$ cat config.mk
export PLATFORM = sky130hd
export DESIGN_NAME = traffic_light_controller
export DESIGN_NICKNAME = d
export VERILOG_FILES = /design/src/rtl/tlc_pkg.sv /design/src/rtl/tlc_phase_timer.sv /design/src/rtl/traffic_light_controller.sv
export SDC_FILE = /design/constraint.sdc
export NUM_CORES = 1
export LEC_CHECK = 0
export ABC_AREA = 1
export CORE_AREA = 2 2 39 41
export DETAILED_ROUTE_END_ITERATION = 10
export DIE_AREA = 0 0 41 43
export GPL_ROUTABILITY_DRIVEN = 1
export MAX_ROUTING_LAYER = met4
export PLACE_DENSITY = 0.84
export SYNTH_ARGS = -nofsm -noshare
export SYNTH_HDL_FRONTEND = slang
export SYNTH_SLANG_ARGS = --single-unit
$ cat constraint.sdc
create_clock -name clk -period 1.8 [get_ports clk]
set_clock_uncertainty 0.05 [all_clocks]
set_input_delay 0.36 -clock clk [delete_from_list [all_inputs] [get_ports clk]]
set_output_delay 0.36 -clock clk [all_outputs]
set_load 0.01 [all_outputs]
$ cat src/rtl/tlc_pkg.sv
// rtl/tlc_pkg.sv - shared light codes, phase states and phase durations for the T-junction controller
package tlc_pkg;

  // One-hot head codes, bit order {R,Y,G}
  localparam logic [2:0] RED    = 3'b100;
  localparam logic [2:0] YELLOW = 3'b010;
  localparam logic [2:0] GREEN  = 3'b001;

  // Default phase durations in 1 Hz ticks
  localparam int T_S1_DEF  = 7;
  localparam int T_S2_DEF  = 2;
  localparam int T_S3_DEF  = 5;
  localparam int T_S4_DEF  = 2;
  localparam int T_S5_DEF  = 3;
  localparam int T_S6_DEF  = 2;
  localparam int CNT_W_DEF = 4;

  // Six legal phases; codes 6 and 7 are illegal and recover to S1
  typedef enum logic [2:0] {
    S1 = 3'd0,
    S2 = 3'd1,
    S3 = 3'd2,
    S4 = 3'd3,
    S5 = 3'd4,
    S6 = 3'd5
  } state_t;

endpackage

$ cat src/rtl/tlc_phase_timer.sv
// rtl/tlc_phase_timer.sv - per-phase tick counter with terminal-count flag
module tlc_phase_timer #(
  parameter int CNT_W = 4
) (
  input  logic             clk,
  input  logic             rst,
  input  logic [CNT_W-1:0] last,
  input  logic             clear,
  output logic             done
);

  logic [CNT_W-1:0] count;
  logic             armed;

  // The first edge after reset only arms the timer: it is the edge that
  // opens cycle 1 of S1, so counting starts on the edge after it.
  always_ff @(posedge clk or posedge rst) begin
    if (rst) begin
      count <= '0;
      armed <= 1'b0;
    end else if (!armed) begin
      armed <= 1'b1;
    end else if (done || clear) begin
      count <= '0;
    end else begin
      count <= count + 1'b1;
    end
  end

  // Terminal count: the next edge leaves the current phase
  assign done = armed && (count == last);

endmodule

$ cat src/rtl/traffic_light_controller.sv
// rtl/traffic_light_controller.sv - fixed-time six-phase Moore controller for a T-junction
module traffic_light_controller
  import tlc_pkg::*;
#(
  parameter int T_S1  = T_S1_DEF,
  parameter int T_S2  = T_S2_DEF,
  parameter int T_S3  = T_S3_DEF,
  parameter int T_S4  = T_S4_DEF,
  parameter int T_S5  = T_S5_DEF,
  parameter int T_S6  = T_S6_DEF,
  parameter int CNT_W = CNT_W_DEF
) (
  input  logic       clk,
  input  logic       rst,
  output logic [2:0] light_M1,
  output logic [2:0] light_S,
  output logic [2:0] light_M2,
  output logic [2:0] light_MT
);

  state_t           state;
  logic [CNT_W-1:0] phase_last;
  logic             illegal;
  logic             done;

  // Terminal count for the current phase; illegal codes get zero so the
  // timer never holds the FSM in a bad encoding
  always_comb begin
    phase_last = '0;
    illegal    = 1'b0;
    case (state)
      S1:      phase_last = CNT_W'(T_S1 - 1);
      S2:      phase_last = CNT_W'(T_S2 - 1);
      S3:      phase_last = CNT_W'(T_S3 - 1);
      S4:      phase_last = CNT_W'(T_S4 - 1);
      S5:      phase_last = CNT_W'(T_S5 - 1);
      S6:      phase_last = CNT_W'(T_S6 - 1);
      default: illegal    = 1'b1;
    endcase
  end

  tlc_phase_timer #(
    .CNT_W(CNT_W)
  ) u_timer (
    .clk   (clk),
    .rst   (rst),
    .last  (phase_last),
    .clear (illegal),
    .done  (done)
  );

  // Phase sequencing: fixed ring S1..S6, any illegal code returns to S1
  always_ff @(posedge clk or posedge rst) begin
    if (rst) begin
      state <= S1;
    end else begin
      case (state)
        S1:      if (done) state <= S2;
        S2:      if (done) state <= S3;
        S3:      if (done) state <= S4;
        S4:      if (done) state <= S5;
        S5:      if (done) state <= S6;
        S6:      if (done) state <= S1;
        default: state <= S1;
      endcase
    end
  end

  // Head decode straight from the state; illegal codes show all red
  always_comb begin
    light_M1 = RED;
    light_M2 = RED;
    light_MT = RED;
    light_S  = RED;
    case (state)
      S1: begin light_M1 = GREEN;  light_M2 = GREEN;  end
      S2: begin light_M1 = GREEN;  light_M2 = YELLOW; end
      S3: begin light_M1 = GREEN;  light_MT = GREEN;  end
      S4: begin light_M1 = YELLOW; light_MT = YELLOW; end
      S5: light_S = GREEN;
      S6: light_S = YELLOW;
      default: ;
    endcase
  end

endmodule

==> reports/qor.csv <==
stage,metric,value,unit
status,status,completed,
grt,grt_overflow,0,
detailed_routing,drt_pass1_iterations,4,
critical_path,r2r_end,state[2],
synth,netlist_area,582,sq um
finish,instances_no_fill,127,
synth,syn_inst,85,
critical_path,cp_cell_sequence,buf_4 -> buf_4 -> nor2_1 -> clkdlybuf4s15_1,
timing,finalSetupTns,0,ns
placed_design,io_buffers,13,
power_and_ir_drop,peakVddDrop,0.887,mV
clock_network,clock_path_buffers,2,
flow_run,max_cap_viol_count,0,
placed_design,gp_congestion,0.897,
synth,syn_avg_cell_area,6.84,sq um
synth,synth_fp_nets,88,
critical_path,crit_path_frequent_cell,buf_4,
synth,netlist.area_leader.share,34.4,%
timing,rsz0062_at_grt,false,
synth,synthXorXnorAreaFrac,3.01,%
grt,grt_max_degree,9,
detailed_routing,drc,0,
clock_network,cts_max_level,1,
power_and_ir_drop,p_per_area,1710,nW/um^2
finish,drive_gt1_share,31.5,%
grt,grt_pass1_vias,685,
synth,synthAdderAreaFrac,2.15,%
finish,nNetsFinal,116,
critical_path,cp_slowest_cell,dfrtp_2,
critical_path,crit_start,state[2],
floorplanning,die_w,41,um
critical_path,endpoint,light_M2[0],
grt,grt_util_all_layers,25.3,%
synth,synth_cell_types,23,
synth,synth_common_cells,"nand2_1 (29), inv_1 (10), dfrtp_1 (8)",
detailed_routing,drt_wl_total,1.63,mm
power_and_ir_drop,power_leakage,0.478,nW
synth,ys_seq_elements,8,
critical_path,rrSetupSlack,0.17,ns
synth,yosysWarnings,0,
finish,area_growth,41.9,%
critical_path,critPathKind,reg -> out,
critical_path,cp_max_fo,5,
detailed_routing,post_drt_wl_per_cell,12.9,um
synth,synth.most_common_cell,nand2_1,
clock_network,cts_root_buffer,clkbuf_4,
synth,synthFlopType,dfrtp_1,
timing,maxSlewViolCount,0,
finish,area.sequential,201,sq um
clock_network,numClockSinks,8,
timing,setup_violations,0,
detailed_routing,via_count,652,
clock_network,cts_hold_buf,0,
timing,max_freq,576,MHz
floorplanning,dieArea,1760,sq um
finish,fin_util,59.7,%
finish,antennaDiodeCount,0,
power_and_ir_drop,power,1.42,mW
grt,grt_pass1_wl,2.91,mm
synth,synth_top_family_by_area,simple AND/OR/NAND/NOR gates,
clock_network,cts_buffers,3,
synth,muxShareOfSynthArea,0,%
synth,synth-simple-area-share,40.0,%
floorplanning,fp.dieH,43,um
timing,period_share,96.5,%
clock_network,path_clk_slew,0.05,ns
synth,yosysSeqAreaShare,34.4,%
clock_network,tritoncts,built,
detailed_routing,final_antenna_net_count,0,
timing,report.final.hold_viol_count,0,
finish,n_fill_cell,124,
finish,multiInputGateArea,325,sq um
critical_path,worstPathRequired,1.39,ns
min_path,hold_class,in -> async,
synth,synth_compound_gate_area_share,6.24,%
detailed_routing,drt_iter0_markers,20,
floorplanning,core,1380,sq um
critical_path,slowest_delay,0.44,ns
placed_design,post-dp-hpwl,1.18,mm
critical_path,end_kind,output pin,
grt,grt_antenna_before_repair,0,
placed_design,dp.cells,121,
critical_path,startpoint_type,register,
floorplanning,io_pins,14,
detailed_routing,viasPerCell,5.13,
synth,yosys.area.top_type,dfrtp_1,
floorplanning,initial_core_util,42.0,%
synth,synth_edf_count,0,
critical_path,crit_arrival,1.33,ns
synth,async_flop_share,100,%
critical_path,rr_startpoint,state[2],
timing,fin_crit,1.74,ns
synth,ys_top_cells_by_area,"dfrtp_1 (34%), nand2_1 (19%), inv_1 (6.5%), nand4_1 (4.3%), nand3_2 (3.4%)",
clock_network,clk_latency,0.25,ns
critical_path,ff2ff_path_depth,10,
floorplanning,rows,14,
state kept, by name, summed over array words and instances (netlist names):
register,flops
u_timer.armed,1
state,3
u_timer.count,4
worst max-delay path, delay by kind of cell, from the launching register on:
family                 cells  cell delay (ns)
flip-flops                 1             0.44
buffers and inverters      3             0.55
AND/OR/NAND/NOR            1             0.09
kinds of logic after synthesis:
logic type               Yosys count
AO/OA/AOI/OAI                      6
other                              1
buffers and inverters             16
adder cells (fa/ha/maj)            1
AND/OR/NAND/NOR                   51
XOR/XNOR                           2
flip-flops                         8
through the flow:
| step | cell area [sq um] | hold slack [ns] | worst slack [ns] |
|---|---|---|---|
| 2_1_floorplan | 582 | 0.126 | 0.295 |
| 3_5_place_dp | 785 | 0.496 | -0.0548 |
| 5_1_grt | 826 | 0.379 | 0.00997 |
| 3_3_place_gp | 785 | 0.490 | -0.0184 |
| 4_1_cts | 828 | 0.317 | 0.00457 |
| 6_report | 826 | 0.307 | 0.0628 |
worst min-delay path by stage:
stage,startpoint,end,cells past startpoint
after floorplan,rst,state[0],1
after global placement,u_timer.count[3],u_timer.count[3],2
after detailed placement,u_timer.count[0],u_timer.count[0],2
after CTS,rst,state[1],2
after global routing,rst,state[0],2
final,rst,u_timer.count[1],2
cell type report:
cell class | count | area share, %
multi-input cells | 61 | 39.4
repair buffers | 26 | 24.2
inverters | 13 | 6.82
well taps | 16 | 2.42
clock buffers | 3 | 2.73
flip-flops and latches | 8 | 24.4
layer usage:
metal / vias up / part of all wire [%] / GRT usage (%) / wire [um]
li1: 316 / - / - / -
met1: 304 / 40 / 29.3 / 653
met2: 26 / 53 / 38.4 / 874
met3: 6 / 4.0 / 3.66 / 65
met4: 0 / 2.4 / 16.7 / 40
met5: - / 0 / - / 0
what timing repair did:
item | CTS | global route
buffers inserted | 3 | 0
resized for setup | 22 | 8
setup endpoints to repair | 12 | 5
pin swaps | 0 | 1
cells in the final DEF (no fill, tap or decap), drive strengths merged:
master	n
conb	1
dfrtp	8
clkbuf	5
nand3	5
a21oi	3
o21ai	2
buf	15
dlygate4sd2	6
a21boi	1
inv	13
clkdlybuf4s15	2
ha	1
nand2	31
or2	1
clkdlybuf4s50	1
xor2	2
nor2	6
nand4	4
nor3	4
report_power, final:
| part | internal [mW] | switching (mW) | total (mW) |
|---|---|---|---|
| Clock | 0.0760 | 0.0572 | 0.133 |
| Sequential | 0.250 | 0.0938 | 0.343 |
| Combinational | 0.411 | 0.528 | 0.939 |
| Total | 0.736 | 0.680 | 1.42 |
Note: power is estimated with default switching activity, not from simulation.
